--- config.mk ---
export PLATFORM = sky130hd
export DESIGN_NAME = ad_ip_jesd204_tpl_dac_stream_ctrl
export DESIGN_NICKNAME = d
export VERILOG_FILES = /design/src/rtl/ad_ip_jesd204_tpl_dac_pkg.sv /design/src/rtl/ad_ip_jesd204_tpl_dac_fifo.sv /design/src/rtl/ad_ip_jesd204_tpl_dac_stream_ctrl.sv
export SDC_FILE = /design/constraint.sdc
export NUM_CORES = 2
export LEC_CHECK = 0
export BUFFER_PORTS_ARGS = -buffer_cell sky130_fd_sc_hd__buf_2
export CORE_MARGIN = 2
export CORE_UTILIZATION = 35
export DETAILED_ROUTE_END_ITERATION = 8
export PLACE_DENSITY_LB_ADDON = 0.1
export SYNTH_ARGS = -nofsm -noshare
export SYNTH_HDL_FRONTEND = slang
export SYNTH_SLANG_ARGS = --single-unit
--- constraint.sdc ---
create_clock -name clk -period 30.9 [get_ports clk]
set_input_delay 9.27 -clock clk [delete_from_list [all_inputs] [get_ports clk]]
set_output_delay 9.27 -clock clk [all_outputs]
set_load 0.02 [all_outputs]
--- src/rtl/ad_ip_jesd204_tpl_dac_pkg.sv ---
// Shared state encoding and constants for the TPL DAC stream controller.
// Optional underflow event counter is enabled by TPL_DAC_STREAM_UNF_CNT_EN.
package ad_ip_jesd204_tpl_dac_pkg;

  localparam int STATE_W   = 2;
  localparam int UNF_CNT_W = 16;

  typedef enum logic [STATE_W-1:0] {
    ST_IDLE      = 2'd0,
    ST_PREFILL   = 2'd1,
    ST_WAIT_SYNC = 2'd2,
    ST_RUN       = 2'd3
  } tpl_state_e;

  localparam logic [UNF_CNT_W-1:0] UNF_CNT_MAX = '1;

  function automatic logic [UNF_CNT_W-1:0] unf_sat_inc(
    input logic [UNF_CNT_W-1:0] v
  );
    return (v == UNF_CNT_MAX) ? v : v + UNF_CNT_W'(1);
  endfunction

endpackage

--- src/rtl/ad_ip_jesd204_tpl_dac_fifo.sv ---
// Synchronous elastic FIFO with wrap-bit pointers, flush and level.
// Build option TPL_DAC_STREAM_UNF_CNT_EN does not affect this file.
module ad_ip_jesd204_tpl_dac_fifo #(
  parameter int WIDTH      = 128,
  parameter int ADDR_WIDTH = 4
) (
  input  logic                  clk,
  input  logic                  reset,
  input  logic                  flush_i,
  input  logic                  push_i,
  input  logic                  pop_i,
  input  logic [WIDTH-1:0]      wdata_i,
  output logic [WIDTH-1:0]      rdata_o,
  output logic                  full_o,
  output logic                  empty_o,
  output logic [ADDR_WIDTH:0]   level_o
);

  localparam int DEPTH = 2 ** ADDR_WIDTH;
  localparam logic [ADDR_WIDTH:0] PTR_ONE = (ADDR_WIDTH + 1)'(1);

  logic [WIDTH-1:0]    mem_q [DEPTH];
  logic [ADDR_WIDTH:0] wr_ptr_q;
  logic [ADDR_WIDTH:0] wr_ptr_d;
  logic [ADDR_WIDTH:0] rd_ptr_q;
  logic [ADDR_WIDTH:0] rd_ptr_d;
  logic                do_push;
  logic                do_pop;

  // Same index with opposite wrap bits means the write side lapped the read side
  assign full_o  = (wr_ptr_q[ADDR_WIDTH] != rd_ptr_q[ADDR_WIDTH]) &&
                   (wr_ptr_q[ADDR_WIDTH-1:0] == rd_ptr_q[ADDR_WIDTH-1:0]);
  assign empty_o = (wr_ptr_q == rd_ptr_q);
  assign level_o = wr_ptr_q - rd_ptr_q;

  assign do_push = push_i && !full_o && !flush_i;
  assign do_pop  = pop_i && !empty_o && !flush_i;
  assign rdata_o = mem_q[rd_ptr_q[ADDR_WIDTH-1:0]];

  always_comb begin
    wr_ptr_d = wr_ptr_q;
    rd_ptr_d = rd_ptr_q;
    if (flush_i) begin
      wr_ptr_d = '0;
      rd_ptr_d = '0;
    end else begin
      if (do_push) wr_ptr_d = wr_ptr_q + PTR_ONE;
      if (do_pop)  rd_ptr_d = rd_ptr_q + PTR_ONE;
    end
  end

  always_ff @(posedge clk or posedge reset) begin
    if (reset) begin
      wr_ptr_q <= '0;
      rd_ptr_q <= '0;
    end else begin
      wr_ptr_q <= wr_ptr_d;
      rd_ptr_q <= rd_ptr_d;
    end
  end

  always_ff @(posedge clk) begin
    if (do_push) mem_q[wr_ptr_q[ADDR_WIDTH-1:0]] <= wdata_i;
  end

endmodule

--- src/rtl/ad_ip_jesd204_tpl_dac_stream_ctrl.sv ---
// DMA-to-framer stream controller: prefill/sync gated start, masking, underflow.
// Define TPL_DAC_STREAM_UNF_CNT_EN to build the saturating underflow counter.
module ad_ip_jesd204_tpl_dac_stream_ctrl
  import ad_ip_jesd204_tpl_dac_pkg::*;
#(
  parameter int NUM_CHANNELS    = 4,
  parameter int DATA_PATH_WIDTH = 2,
  parameter int BITS_PER_SAMPLE = 16,
  parameter int FIFO_ADDR_WIDTH = 4,
  parameter int START_THRESHOLD = 8,
  localparam int DW = NUM_CHANNELS * DATA_PATH_WIDTH * BITS_PER_SAMPLE
) (
  input  logic                       clk,
  input  logic                       reset,
  input  logic                       ctrl_arm,
  input  logic                       ctrl_stop,
  input  logic                       ctrl_ext_sync_en,
  input  logic                       ext_sync,
  input  logic [NUM_CHANNELS-1:0]    enable,
  input  logic [DW-1:0]              s_data,
  input  logic                       s_valid,
  output logic                       s_ready,
  input  logic                       link_ready,
  output logic                       link_valid,
  output logic [DW-1:0]              link_data,
  output logic [STATE_W-1:0]         status_state,
  output logic [FIFO_ADDR_WIDTH:0]   status_level,
  output logic                       status_unf,
  input  logic                       status_clr,
  output logic [UNF_CNT_W-1:0]       status_unf_count
);

  localparam int CH_W = DATA_PATH_WIDTH * BITS_PER_SAMPLE;
  localparam logic [FIFO_ADDR_WIDTH:0] THRESH =
    (FIFO_ADDR_WIDTH + 1)'(START_THRESHOLD);

  tpl_state_e               state_q;
  tpl_state_e               state_d;
  logic [DW-1:0]            link_data_q;
  logic [DW-1:0]            link_data_d;
  logic                     link_valid_q;
  logic                     sync_q;
  logic                     unf_q;
  logic                     unf_d;

  logic                     fifo_flush;
  logic                     fifo_push;
  logic                     fifo_pop;
  logic [DW-1:0]            fifo_rdata;
  logic                     fifo_full;
  logic                     fifo_empty;
  logic [FIFO_ADDR_WIDTH:0] fifo_level;
  logic [DW-1:0]            masked;
  logic                     unf_evt;
  logic                     sync_edge;

  assign fifo_flush = ctrl_stop || (state_q == ST_IDLE);
  assign s_ready    = (state_q != ST_IDLE) && !fifo_full;
  assign fifo_push  = s_valid && s_ready;
  assign sync_edge  = ext_sync && !sync_q;

  ad_ip_jesd204_tpl_dac_fifo #(
    .WIDTH      (DW),
    .ADDR_WIDTH (FIFO_ADDR_WIDTH)
  ) u_fifo (
    .clk     (clk),
    .reset   (reset),
    .flush_i (fifo_flush),
    .push_i  (fifo_push),
    .pop_i   (fifo_pop),
    .wdata_i (s_data),
    .rdata_o (fifo_rdata),
    .full_o  (fifo_full),
    .empty_o (fifo_empty),
    .level_o (fifo_level)
  );

  always_comb begin
    masked = fifo_rdata;
    for (int c = 0; c < NUM_CHANNELS; c++) begin
      if (!enable[c]) masked[c*CH_W +: CH_W] = '0;
    end
  end

  always_comb begin
    state_d     = state_q;
    link_data_d = link_data_q;
    fifo_pop    = 1'b0;
    unf_evt     = 1'b0;
    unique case (state_q)
      ST_IDLE: begin
        link_data_d = '0;
        if (ctrl_arm) state_d = ST_PREFILL;
      end
      ST_PREFILL: begin
        if (fifo_level >= THRESH)
          state_d = ctrl_ext_sync_en ? ST_WAIT_SYNC : ST_RUN;
      end
      ST_WAIT_SYNC: begin
        if (sync_edge) state_d = ST_RUN;
      end
      ST_RUN: begin
        if (link_ready) begin
          if (!fifo_empty) begin
            fifo_pop    = 1'b1;
            link_data_d = masked;
          end else begin
            link_data_d = '0;
            unf_evt     = 1'b1;
          end
        end
      end
      default: state_d = ST_IDLE;
    endcase
    // Stop overrides everything, including a same-cycle arm
    if (ctrl_stop) begin
      state_d     = ST_IDLE;
      link_data_d = '0;
      fifo_pop    = 1'b0;
      unf_evt     = 1'b0;
    end
  end

  always_comb begin
    unf_d = unf_q;
    if (unf_evt)         unf_d = 1'b1;
    else if (status_clr) unf_d = 1'b0;
  end

  always_ff @(posedge clk or posedge reset) begin
    if (reset) begin
      state_q      <= ST_IDLE;
      link_data_q  <= '0;
      link_valid_q <= 1'b0;
      sync_q       <= 1'b0;
      unf_q        <= 1'b0;
    end else begin
      state_q      <= state_d;
      link_data_q  <= link_data_d;
      link_valid_q <= 1'b1;
      sync_q       <= ext_sync;
      unf_q        <= unf_d;
    end
  end

`ifdef TPL_DAC_STREAM_UNF_CNT_EN
  logic [UNF_CNT_W-1:0] unf_cnt_q;
  logic [UNF_CNT_W-1:0] unf_cnt_d;
  logic                 idle_entry;

  assign idle_entry = (state_d == ST_IDLE) && (state_q != ST_IDLE);

  always_comb begin
    unf_cnt_d = unf_cnt_q;
    if (status_clr || idle_entry)
      unf_cnt_d = unf_evt ? UNF_CNT_W'(1) : '0;
    else if (unf_evt)
      unf_cnt_d = unf_sat_inc(unf_cnt_q);
  end

  always_ff @(posedge clk or posedge reset) begin
    if (reset) unf_cnt_q <= '0;
    else       unf_cnt_q <= unf_cnt_d;
  end

  assign status_unf_count = unf_cnt_q;
`else
  assign status_unf_count = '0;
`endif

  assign link_data    = link_data_q;
  assign link_valid   = link_valid_q;
  assign status_state = state_q;
  assign status_level = fifo_level;
  assign status_unf   = unf_q;

endmodule

==> flow_summary.json <==
{
  "cts_made_buffers": 232,
  "hold_viol": 0,
  "grt_pass1_wl_microns": 307100,
  "grt_setup_unrepaired": "no",
  "crit_path_start_kind": "primary input",
  "grt.overflow.total": 0,
  "ys_seq_area_share_pct": 78.59,
  "cts.htree.levels": 4,
  "critical_path_peak_fanout": 47,
  "hp-class": "register to register",
  "avgSynthCellArea_sq_um": 22.55,
  "synth_enable_flop_cells": 2048,
  "ys_ff_latch": 2191,
  "wire_per_inst_microns": 28.78,
  "num-nets-final": 4205,
  "worst_pin_slew_ps": 1079,
  "stdcell_area_sq_mm": 0.09535,
  "clk_pin_slew_worst_paths_ps": 60,
  "cp.arrival_ps": 13310,
  "portBuffers": 278,
  "drt_wl_total_microns": 213400,
  "ant_nets": 0,
  "yosysWarnings": 0,
  "syn_inst": 3673,
  "clock_latency_ps": 860,
  "async_reset_ff_share_pct": 6.527,
  "fmax_mhz": 77.87,
  "status": "finished clean",
  "drv_cap": 0,
  "vias": 38094,
  "firstDrtPassIters": 5,
  "maxSlewViolCount": 0,
  "initial_utilization_pct": 35.21,
  "postCtsHoldBufs": 0,
  "synth.most_common_cell": "edfxtp_1",
  "clockRootBuffer": "clkbuf_16",
  "io_pins": 295,
  "place_congestion": 0.7233,
  "antenna_found_initial": 36,
  "post_cts_buffers": 0,
  "required_ps": 31370,
  "synth.distinct_cells": 47,
  "synthTopCellsByCount": "2048 x edfxtp_1, 512 x mux4_2, 148 x nand2_1, 143 x dfrtp_1, 98 x o21ai_1",
  "syn2layout_area_growth_pct": 15.14,
  "syn_area_sq_mm": 0.08281,
  "die_area_sq_mm": 0.2405,
  "vdd_ir_drop_max_v": 0.00005065,
  "synth_top_cell_by_area": "edfxtp_1",
  "timing_worst_setup_path_type": "primary input to register",
  "drt-initial-drc-count": 3029,
  "vias_per_cell": 5.139,
  "p_total_mw": 6.231,
  "core_sq_mm": 0.2352,
  "critPathCaptureType": "register",
  "fin_cells": 7413,
  "fin_crit_sh_pct": 41.56,
  "cts_resized": 0,
  "track_usage_pct": 17.68,
  "placed_area_sq_mm": 0.08776,
  "synth_top_area_share_pct": 74.26,
  "rows": 178,
  "min_period_ps": 12840,
  "die_h_microns": 490.4,
  "grt_pass1_vias": 40881,
  "die_w_microns": 490.4,
  "power_leakage_nw": 30.68,
  "dp_cells": 6966,
  "hpwl_microns": 117700,
  "synth.area.top_cells": "edfxtp_1 74%, mux4_2 14%, dfrtp_1 4.3%",
  "nFillCells": 20840,
  "drc": 0,
  "fin_tns_setup_ps": 0,
  "grt_max_degree": 117,
  "ctsLongestPathBuffers": 3,
  "clock_sinks": 2191,
  "skew_ps": 27.99,
  "power.density_mw_per_mm2": 65.35,
  "cts_tree": "done",
  "slew_headroom_pct": 28.04,
  "synth-main-ff-cell": "edfxtp_1",
  "setup_viol": 0,
  "drive_gt1_share_pct": 28.92
}
==> sequential cells by signal (all words and copies together), names as in the netlist <==
signal           flops
u_fifo.rd_ptr_q      5
link_data          128
u_fifo.mem_q      2048
sync_q               1
u_fifo.wr_ptr_q      5
status_unf           1
status_state         2
link_valid           1
==> power breakdown <==
group          switching [mW]  internal, mW  total [mW]
Clock                    1.15          1.61        2.76
Sequential            0.00582          3.27        3.28
Combinational           0.150        0.0440       0.194
==> critical path, cell delays in order <==
cell and delay (ps):
buf_2 160, or2_1 480, nor3_1 350, nand2_1 240, nor2_4 620, buf_4 530, buf_4 740, buf_4 810
==> placed cells by master, fill, tap and decap left out, types with 8 or more instances in the layout <==
cell type,synthesis,layout
xnor2_1,9,9
a32o_1,32,32
clkbuf_16,0,233
a22oi_1,91,91
buf_2,39,278
bufinv_16,0,22
edfxtp_1,2048,2048
clkinv_2,0,42
diode_2,0,10
clkinv_1,0,41
clkbuf_8,0,15
dfrtp_1,143,139
nor2_1,21,16
nand3_1,66,66
clkbuf_1,85,65
nand2_1,148,148
a22o_1,91,91
ha_1,13,13
mux2i_1,92,92
mux4_2,512,512
buf_12,0,8
buf_4,38,68
conb_1,2,17
and2_4,0,8
o21ai_1,98,98
inv_1,16,15
==> cells by family (layout without fill, tap and decap cells) <==
| logic type | Yosys count | in the layout | synth area share (%) |
|---|---|---|---|
| AO/OA/AOI/OAI | 335 | 335 | 2.978 |
| XOR/XNOR | 12 | 12 | 0.1360 |
| adder cells (fa/ha/maj) | 14 | 14 | 0.2206 |
| buffers and inverters | 245 | 810 | 1.596 |
| flip-flops | 2191 | 2191 | 78.59 |
| multiplexers | 605 | 605 | 15.05 |
| other | 2 | 27 | 0.009069 |
| AND/OR/NAND/NOR | 269 | 269 | 1.425 |
==> per-stage QoR <==
stage	setup WS [ps]	hold slack (ps)	util [%]
after floorplan	7930	555.5	-
after detailed placement	17000	480.3	37.31
after CTS	17950	496.2	40.53
after global placement	17050	472.1	37.31
after global routing	17770	515.7	40.53
final	18060	491.8	40.54
==> area by class of cell <==
type | count | area [sq um] | share of cell area (%)
tap | 3150 | 3941 | 4.134
antenna | 10 | 25.02 | 0.02625
sequential | 2191 | 65090 | 68.27
clock inverter | 124 | 1285 | 1.348
timing repair buffer | 354 | 2062 | 2.163
clock buffer | 313 | 6281 | 6.588
multi-input combinational | 1252 | 16570 | 17.38
inverter | 19 | 86.33 | 0.09055
==> per-layer routing <==
| metal | vias up | wire, microns | global-route usage, % |
|---|---|---|---|
| met2 | 909 | 105400 | 29.45 |
| met3 | 309 | 10560 | 2.807 |
| li1 | 16266 | - | - |
| met1 | 20598 | 92090 | 24.07 |
| met5 | - | 80 | 0 |
| met4 | 12 | 5250 | 4.938 |
==> final timing paths <==
kind,startpoint,end,slack (ps),cells after the start
worst max-delay path,ctrl_stop,u_fifo.mem_q[8][85]$_DFFE_PP_,18060,8
worst min-delay path,link_data[6]$_DFFE_PP0P_,link_data[6]$_DFFE_PP0P_,490,1
worst max register to register,u_fifo.rd_ptr_q[3]$_DFFE_PP0P_,u_fifo.mem_q[8][85]$_DFFE_PP_,25500,11
worst min register to register,link_data[6]$_DFFE_PP0P_,link_data[6]$_DFFE_PP0P_,490,1
max in group asynchronous,reset,link_data[107]$_DFFE_PP0P_,21160,3
min in group asynchronous,reset,link_data[30]$_DFFE_PP0P_,8440,2
Power figures use the tool's default switching activity.
